**src/rtl/adder_pipe.sv**
```systemverilog
// rtl/adder_pipe.sv - segmented carry-pipelined adder/subtractor with valid/ready flow control
// Optional signed-overflow output enabled by defining ADDER_PIPE_OVF_EN.
module adder_pipe #(
    parameter int WIDTH = 32,
    parameter int SEG_W = 8
) (
    input  logic             clk,
    input  logic             rst,
    input  logic             in_valid,
    output logic             in_ready,
    input  logic [WIDTH-1:0] a,
    input  logic [WIDTH-1:0] b,
    input  logic             cin,
    input  logic             sub,
    output logic             out_valid,
    input  logic             out_ready,
    output logic [WIDTH-1:0] sum,
    output logic             cout
`ifdef ADDER_PIPE_OVF_EN
    ,
    output logic             ovf
`endif
);

    localparam int NSEG = WIDTH / SEG_W;

    logic             w_en;
    logic [WIDTH-1:0] w_b_eff;
    logic             w_c_eff;

    // Stage k input (from the ports for k=0, else from stage k-1 registers)
    logic             w_v_in   [NSEG];
    logic             w_c_in   [NSEG];
    logic [WIDTH-1:0] w_a_in   [NSEG];
    logic [WIDTH-1:0] w_b_in   [NSEG];
    logic [WIDTH-1:0] w_s_in   [NSEG];
    logic [SEG_W:0]   w_add    [NSEG];
    logic [WIDTH-1:0] w_s_nxt  [NSEG];
    logic             w_c_nxt  [NSEG];

    logic             r_v [NSEG];
    logic             r_c [NSEG];
    logic [WIDTH-1:0] r_a [NSEG];
    logic [WIDTH-1:0] r_b [NSEG];
    logic [WIDTH-1:0] r_s [NSEG];

    assign w_en     = !out_valid || out_ready;
    assign in_ready = w_en;
    assign w_b_eff  = sub ? ~b : b;
    assign w_c_eff  = sub ? 1'b1 : cin;

    always_comb begin
        w_v_in[0] = in_valid;
        w_c_in[0] = w_c_eff;
        w_a_in[0] = a;
        w_b_in[0] = w_b_eff;
        w_s_in[0] = '0;
        for (int k = 1; k < NSEG; k++) begin
            w_v_in[k] = r_v[k-1];
            w_c_in[k] = r_c[k-1];
            w_a_in[k] = r_a[k-1];
            w_b_in[k] = r_b[k-1];
            w_s_in[k] = r_s[k-1];
        end
        // Each stage resolves only its own segment; lower segments ride along unchanged
        for (int k = 0; k < NSEG; k++) begin
            w_add[k]   = {1'b0, w_a_in[k][k*SEG_W +: SEG_W]}
                       + {1'b0, w_b_in[k][k*SEG_W +: SEG_W]}
                       + {{SEG_W{1'b0}}, w_c_in[k]};
            w_s_nxt[k] = w_s_in[k];
            w_s_nxt[k][k*SEG_W +: SEG_W] = w_add[k][SEG_W-1:0];
            w_c_nxt[k] = w_add[k][SEG_W];
        end
    end

    always_ff @(posedge clk or posedge rst) begin
        if (rst) begin
            for (int k = 0; k < NSEG; k++) begin
                r_v[k] <= 1'b0;
                r_c[k] <= 1'b0;
                r_a[k] <= '0;
                r_b[k] <= '0;
                r_s[k] <= '0;
            end
        end else if (w_en) begin
            for (int k = 0; k < NSEG; k++) begin
                r_v[k] <= w_v_in[k];
                r_c[k] <= w_c_nxt[k];
                r_a[k] <= w_a_in[k];
                r_b[k] <= w_b_in[k];
                r_s[k] <= w_s_nxt[k];
            end
        end
    end

    assign out_valid = r_v[NSEG-1];
    assign sum       = r_s[NSEG-1];
    assign cout      = r_c[NSEG-1];

`ifdef ADDER_PIPE_OVF_EN
    // Operands travel with the result, so the last stage still holds A and effective B
    assign ovf = (r_a[NSEG-1][WIDTH-1] == r_b[NSEG-1][WIDTH-1])
              && (r_s[NSEG-1][WIDTH-1] != r_a[NSEG-1][WIDTH-1]);
`endif

endmodule

```
**config.mk**
```make
export PLATFORM = sky130hd
export DESIGN_NAME = adder_pipe
export DESIGN_NICKNAME = d
export VERILOG_FILES = /design/src/rtl/adder_pipe.sv
export SDC_FILE = /design/constraint.sdc
export NUM_CORES = 1
export LEC_CHECK = 0
export ABC_CLOCK_PERIOD_IN_PS = 11990
export BUFFER_PORTS_ARGS = -buffer_cell sky130_fd_sc_hd__buf_2
export CAP_MARGIN = 20
export CORE_MARGIN = 1
export CORE_UTILIZATION = 45
export DETAILED_ROUTE_END_ITERATION = 7
export SLEW_MARGIN = 10
export SYNTH_ARGS = -nofsm -noshare
export SYNTH_HDL_FRONTEND = slang
export SYNTH_SLANG_ARGS = --single-unit
```
**constraint.sdc**
```tcl
create_clock -name clk -period 11.99 [get_ports clk]
set_input_delay 1.199 -clock clk [delete_from_list [all_inputs] [get_ports clk]]
set_output_delay 1.199 -clock clk [all_outputs]
set_load 0.05 [all_outputs]
```
-- Word-level counts from Yosys, hierarchy flattened
Index checks and enable logic that the tools add are counted.
- output and inout port bits: 35
- word-level logic and storage cells: 31
- input port bits: 70
- bits in registers: 280
- $add $sub $neg: 8
- bitwise operators: 1
- mux-type cells: 2
- reductions and logical operators: 2
- operator list (cell ; number):
    8-bit by 8-bit adder with 9-bit output ; 4
    9-bit by 1-bit adder with 9-bit output ; 4
    32-bit two-way mux ; 1
    32-bit inverter ; 1
    1-bit logical NOT ; 1
    1-bit logical OR ; 1
    1-bit two-way mux ; 1

-- Longest topological paths before layout
Gate-level depths: netlist of the first run.
- depth after elaboration: 4
- depth in mapped cells: 11

-- Least setup slack after synthesis of the first run
OpenSTA, ideal clock, no wires.
- kind: input-to-reg
- from: input sub
- to: register r_s[102] (netlist name)
- slack: 8534 ps
- arrival time: 3391 ps
- data required time: 11926 ps
- stages: 11
- path through: buf_2 > buf_2 > or2_2 > fa_1 > inv_1 > fa_1 > nor2b_4 > o31a_1 > o31a_1 > a211oi_1 > a21o_1
- longest elaborated chain between the ends: 3
- elaborated cells on any way between the ends: 4
- classes of those cells: add/sub (2); mux (2)
- RTL lines (element ; RTL line ; source):
    start, declared ; 14 ; input logic sub,
    32-bit two-way mux ; 49 ; assign w_b_eff = sub ? ~b : b;
    8-bit by 8-bit adder with 9-bit output ; 68 ; + {1'b0, w_b_in[k][k*SEG_W +: SEG_W]}
    9-bit by 1-bit adder with 9-bit output (*) ; 69 ; + {{SEG_W{1'b0}}, w_c_in[k]};
    end signal, assigned by index ; 91 ; r_s[k] <= w_s_nxt[k];
    end, declared ; 45 ; logic [WIDTH-1:0] r_s [NSEG];
Mark *: on every way between the ends. The rest lies on a longest branch, timed or not.
A chain may end at the register's enable or synchronous reset.

-- Final worst setup path of the first run
- from: input out_ready
- to: output in_ready
- longest elaborated chain between the ends: 1
- RTL lines (element ; RTL line ; source):
    start, declared ; 16 ; input logic out_ready,
    1-bit logical OR ; 47 ; assign w_en = !out_valid || out_ready;
    end, declared ; 10 ; output logic in_ready,
Every way passes these cells.

==> impl_metrics.toml, run 1 <==
[run_status]
status = "finished, final reports clean"

[cts]
numCtsBuffers = 17
clockBufferDepth = 2
path_clk_slew_ps = 60
cts_tree = "built"
htree_levels = 4
ctsResizeCount = 0
hold_buffers = 0
post-cts-setup-buffer-count = 0
root_buffer = "clkbuf_16"
clock_sinks = 184
clk_latency_ps = 420

[sta]
rsz0062_at_grt = "no"
min_period_ps = 3470
max_slew_margin = 0.4192
slew_violations = 0
setup_viol = 0
finalSetupTns_ps = 0
hold_viol = 0
clock.fmax_ghz = 0.2882
fin_crit_sh = 0.2894
worstMarginPinSlew_ps = 871.2
fin_worst_skew_ps = 7.352
whs_ps = 458.2

[detailed_routing]
wl_um = 16030
drt_pass1_iterations = 4
num_vias = 5882
wire_per_inst_um = 12.94
viasPerCell = 4.747
drcViolationCount = 0
ant_nets = 0
drtIter0Drc = 401

[setup_path]
reg2regPathDepth = 6
r2r_slack_ps = 9290
reg2reg_to = "r_s[55]"
arrival_ps = 2270
crit_fanout = 69
regToRegStartpoint = "out_valid"
required_ps = 10790
critPathCaptureType = "output port"
start_kind = "input pin"
worstSetupPathType = "in2out"

[yosys]
yosysSeqAreaShare = 0.5388
synth_largest_area_cell = "dfrtp_1"
synth_area_um2 = 8546
syn_nets = 1045
synth_seq_cells = 184
ys_warn_count = 0
syn_inst = 939
avgSynthCellArea_um2 = 9.101
synth_top_area_frac = 0.5388
synth_cell_types = 35
yosys-top-cells-area = "dfrtp_1 54%, nand2_1 19%, ha_1 4.1%"

[grt]
grt.busiest_layer = "met2"
gr-total-overflow = 0
antenna_found_initial = 1
met3_usage = 0.03269
grt_use_total = 0.1784
use_met2 = 0.2713
grt_pass1_vias = 5695
met1_usage = 0.2549
grt_pass1_wl_um = 27710
grt_max_degree = 118

[place]
io_buffer_count = 104
place_congestion = 0.8359
dp_cells = 1206
dpl.hpwl_um = 10450

[flow_run]
maxCapViolCount = 0

[power]
total_power_uw = 2643
vdd_ir_drop_max_v = 0.0001708
p_per_area_nw_per_um2 = 277.0
switching_share = 0.4079
power_frac_clock = 0.201
switchingPower_uw = 1078
sequentialPowerShare = 0.398
p_int_uw = 1565
combPwrFrac = 0.401
p_leak_uw = 0.004876

[floorplanning]
die_area_um2 = 19550
rows = 50
ios = 105
die_x_um = 139.8
start_util = 0.4584
core_area_um2 = 18640
fp.dieH_um = 139.8

[hold_path]
hold_start = "sum[10]"
holdPathStages = 2
min_path_type = "reg2reg"
hold_end = "sum[10]"

[layout]
area_growth_pct = 11.68
fillers = 1829
drive_above_1_share = 0.1464
stdcell_count = 1239
nets = 1097
final_core_util = 0.5119
==> placed cells by master, fill, tap and decap left out, types with 4 or more instances in the layout <==
master,n
a211oi_1,10
a21o_1,9
a21oi_1,17
buf_2,104
buf_4,6
clkbuf_16,17
clkinv_2,4
dfrtp_1,184
fa_1,8
ha_1,28
inv_1,7
nand2_1,428
nand3_1,5
nor2_1,16
nor3_1,6
nor3b_1,6
o21a_1,11
o21ai_0,53
o21bai_1,4
o31a_1,5
o31ai_1,4
xnor2_1,27
xor2_1,15
==> logic make-up after synthesis <==
family | Yosys count | synth area share
flip-flops | 184 | 0.5388
AO/OA/AOI/OAI | 120 | 0.08682
AND/OR/NAND/NOR | 471 | 0.2163
buffers and inverters | 86 | 0.05534
XOR/XNOR | 42 | 0.04305
adder cells (fa/ha/maj) | 36 | 0.05974
==> metrics by stage <==
stage | worst slack (ps) | cell area [um^2]
global route | 8454 | 9544
global placement | 8327 | 8982
detailed placement | 8259 | 8982
finish | 8521 | 9544
floorplan | 5791 | 8546
CTS | 8514 | 9542
==> metal layers <==
metal | vias to the layer above | wire length [um]
met1 | 2673 | 8164
li1 | 3089 | -
met4 | 0 | 297
met5 | - | 0
met3 | 21 | 463
met2 | 99 | 7107
==> critical path, stage by stage <==
cell,delay (ps)
buf_2,100
nor2b_4,40
inv_4,450
buf_2,390
==> cells in the mapped netlist <==
cell type,number
nor2b_1,2
a311oi_1,1
o31a_1,5
o21bai_1,4
nor3b_1,6
a21oi_1,17
nand2_1,428
buf_1,3
a221oi_1,3
o31ai_1,4
or4_1,3
xor2_1,15
a21o_1,9
fa_1,8
o21ai_0,53
nor3_1,6
dfrtp_1,184
or2_2,1
a21boi_0,1
a211oi_1,10
o21ai_1,1
xnor2_1,27
a221oi_2,1
ha_1,28
o21a_1,11
clkbuf_1,18
and3_1,1
inv_1,8
nor2_1,16
buf_4,32
nand3_1,5
clkinv_1,1
nor2b_4,2
nand2b_1,1
buf_2,24
==> sequential cells by signal (all words and copies together), names as in the netlist <==
| register | flops |
|---|---|
| r_s | 48 |
| r_a | 48 |
| r_b | 48 |
| r_v | 3 |
| sum | 32 |
| cout | 1 |
| out_valid | 1 |
| r_c | 3 |
==> power groups by stage <==
stage | clock [uW] | combinational, uW | sequential (uW)
final | 532 | 1060 | 1050
after floorplan | 0 | 938 | 1030
after global placement | 0 | 1050 | 1060
after detailed placement | 0 | 1070 | 1060
after CTS | 547 | 1080 | 1050
after global routing | 574 | 1210 | 1090
==> cell type report <==
| class | instances | area [um^2] | share of cell area |
|---|---|---|---|
| inverters | 9 | 43.79 | 0.004588 |
| flip-flops and latches | 184 | 4604 | 0.4824 |
| well taps | 234 | 292.8 | 0.03068 |
| diodes | 1 | 2.502 | 0.0002622 |
| clock buffers | 21 | 460.4 | 0.04824 |
| repair buffers | 110 | 565.5 | 0.05926 |
| clock inverters | 11 | 98.84 | 0.01036 |
| multi-input cells | 669 | 3476 | 0.3642 |
==> worst max-delay path by stage <==
stage,start,to,cells after the start
floorplan,rst,cout,1
global placement,sub,r_s[102],11
detailed placement,sub,r_s[102],11
CTS,out_ready,in_ready,4
global route,out_ready,in_ready,4
finish,out_ready,in_ready,4
Power figures use the tool's default switching activity.
==> run 2, diff against run 1 <==
ABC_AREA = 1   (was unset)
ABC_CLOCK_PERIOD_IN_PS = 3200   (was 11990)
clock period = 3.2 ns   (was 11.99 ns; I/O delays follow)
==> run 2 against run 1 <==
  * Critical path depth stayed put
  * Die area grew 3.2%
  * Non-clock buffer count is 2 higher
  * Critical endpoint unchanged
  * Wire length is 5.0% higher
  * Clock-buffer cell count decreased by 4
  * Core utilization grew 0.91 points
  * First-iteration DRC count grew 2.2%
  * Register-to-register slack worse by 8200 ps
  * Worst hold slack lost 380 ps
  * Sequential cell count unchanged
  * Combinational power increased to 3.9 times the previous value
  * Global-route usage up 0.57 points
==> impl_metrics.toml, run 2 <==
[setup_path]
start_kind = "register"
worstSetupPathType = "reg2out"
reg2reg_to = "r_c[2]"
crit_fanout = 55
required_ps = 2880
r2r_slack_ps = 1130
critPathCaptureType = "output port"
regToRegStartpoint = "r_c[3]"
reg2regPathDepth = 8
arrival_ps = 1800

[detailed_routing]
viasPerCell = 4.590
wire_per_inst_um = 12.55
num_vias = 6160
drcViolationCount = 0
drtIter0Drc = 410
ant_nets = 0
drt_pass1_iterations = 5
wl_um = 16840

[power]
p_leak_uw = 0.005126
p_per_area_nw_per_um2 = 1043
p_int_uw = 6043
switching_share = 0.4134
vdd_ir_drop_max_v = 0.0006492
power_frac_clock = 0.221
combPwrFrac = 0.403
switchingPower_uw = 4258
sequentialPowerShare = 0.376

[grt]
grt_use_total = 0.1841
grt_pass1_vias = 6098
grt_pass1_wl_um = 29430
antenna_found_initial = 3
gr-total-overflow = 0
grt_max_degree = 209

[layout]
nets = 1172
drive_above_1_share = 0.1464
final_common_cell = "nand2_1"
reg.largest.list = "r_a x48, r_b x48, r_s x48"
area_growth_pct = 11.92
mostFrequentLayoutCells = "375 x nand2_1, 184 x dfrtp_1, 104 x buf_2, 102 x o21ai_0, 87 x inv_1"
fillers = 1830
fin_area_um2 = 9877

[sta]
setup_viol = 0
fin_worst_skew_ps = 9.369
clock.fmax_ghz = 0.4709
max_slew_margin = 0.4818
finalSetupTns_ps = 0
hold_viol = 0
min_period_ps = 2124
slew_violations = 0
worstMarginPinSlew_ps = 777.3
fin_crit_sh = 0.6636
rsz0062_at_grt = "no"

[yosys]
synth_cell_types = 26
ys_warn_count = 0
synth_edf_count = 0
synthTopCellsByCount = "375 x nand2_1, 184 x dfrtp_1, 102 x o21ai_0, 88 x inv_1, 49 x buf_4"
yosysSeqAreaShare = 0.5218
synth_ff_type = "dfrtp_1"
synth_area_um2 = 8825
synth_top_area_frac = 0.5218
synth_seq_cells = 184
synth_largest_area_cell = "dfrtp_1"
synthArstFlopShare = 1.000
yosysMostFrequentCell = "nand2_1"
yosys-top-cells-area = "dfrtp_1 52%, nand2_1 16%, o21ai_0 5.8%"
syn_nets = 1117
avgSynthCellArea_um2 = 8.729
syn_inst = 1011

[run_status]
status = "finished, final reports clean"

[floorplanning]
die_x_um = 142.0
core_area_um2 = 18960
die_area_um2 = 20170
ios = 105
rows = 50
start_util = 0.4655
fp.dieH_um = 142.0

[cts]
clockBufferDepth = 2
numCtsBuffers = 17
htree_levels = 4
cts_tree = "built"
clock_sinks = 184
ctsResizeCount = 0
root_buffer = "clkbuf_16"
path_clk_slew_ps = 70
clk_latency_ps = 430
post-cts-setup-buffer-count = 0
hold_buffers = 0

[place]
io_buffer_count = 104
dpl.hpwl_um = 10790
place_congestion = 0.8162
dpl_cell_area_um2 = 9226

[hold_path]
holdPathStages = 3
hold_end = "r_a[110]"
hold_start = "a[14]"
min_path_type = "in2reg"

[flow_run]
maxCapViolCount = 0
run 2: cell types whose count changed after synthesis, moves of 17 or more:
cell / before / now
buf_4: 32 / 49
o21ai_0: 53 / 102
buf_2: 24 / 7
nand3_1: 5 / 34
nand2_1: 428 / 375
inv_1: 8 / 88
run 2: cell families (layout without fill, tap and decap cells):
logic type                 after synthesis  in the layout  share of synthesized area
AOI/OAI and AO/OA                      141            141                    0.08493
xor gates and xnor gates                32             32                    0.03176
adders and majority gates               36             36                    0.05785
buffers and inverters                  165            233                    0.09911
DFF                                    184            184                     0.5218
other                                    0              3                          0
and+or+nand+nor                        453            453                     0.2046
run 2: power groups by stage:
stage                     Combinational [uW]  Clock (uW)  Sequential [uW]
final                                   4150        2270             3870
after global routing                    4800        2420             4010
after CTS                               4220        2330             3880
after detailed placement                4180           0             3920
after global placement                  4130           0             3890
after floorplan                         3680           0             3820
run 2: per-stage QoR:
stage,hold slack [ps],utilization,power (uW),std cells,setup slack (ps)
6_report,77.14,0.5211,10300,1342,1076
3_3_place_gp,449.0,0.4867,8021,1307,1001
5_1_grt,63.63,0.5208,11230,1340,935.9
4_1_cts,60.70,0.5207,10430,1339,1048
3_5_place_dp,454.1,0.4867,8102,1307,964.8
2_1_floorplan,429.6,-,7507,1011,515.5
run 2: how the worst max path moves through the flow:
stage / start / endpoint / slack, ps / cells past startpoint
after CTS: out_valid / in_ready / 1050 / 4
after floorplan: rst / cout / 520 / 1
after detailed placement: sub / r_s[102] / 960 / 12
after global routing: r_c[3] / r_c[2] / 940 / 8
final: out_valid / in_ready / 1080 / 4
after global placement: sub / r_s[102] / 1000 / 12
run 2: layout make-up:
| class | instances | area (um^2) | share of cell area |
|---|---|---|---|
| inverter | 89 | 340.3 | 0.03446 |
| multi-input combinational | 662 | 3351 | 0.3392 |
| clock inverter | 15 | 217.7 | 0.02204 |
| tap | 260 | 325.3 | 0.03294 |
| clock buffer | 17 | 425.4 | 0.04307 |
| timing repair buffer | 112 | 605.6 | 0.06131 |
| sequential | 184 | 4604 | 0.4662 |
| antenna | 3 | 7.507 | 0.0007601 |
run 2: layer usage:
metal  GRT usage  part of all wire  vias up
met5           0                 0        -
met4     0.04754            0.0083        0
met3     0.05215             0.041       10
met2      0.2691              0.42       85
met1      0.2675              0.53     2813
li1            -                 -     3252
run 2: critical path, cell delays in order (launching register included):
cell and delay, ps:
dfrtp_1 390, inv_1 100, nor2_4 60, inv_4 420
buf_2 380
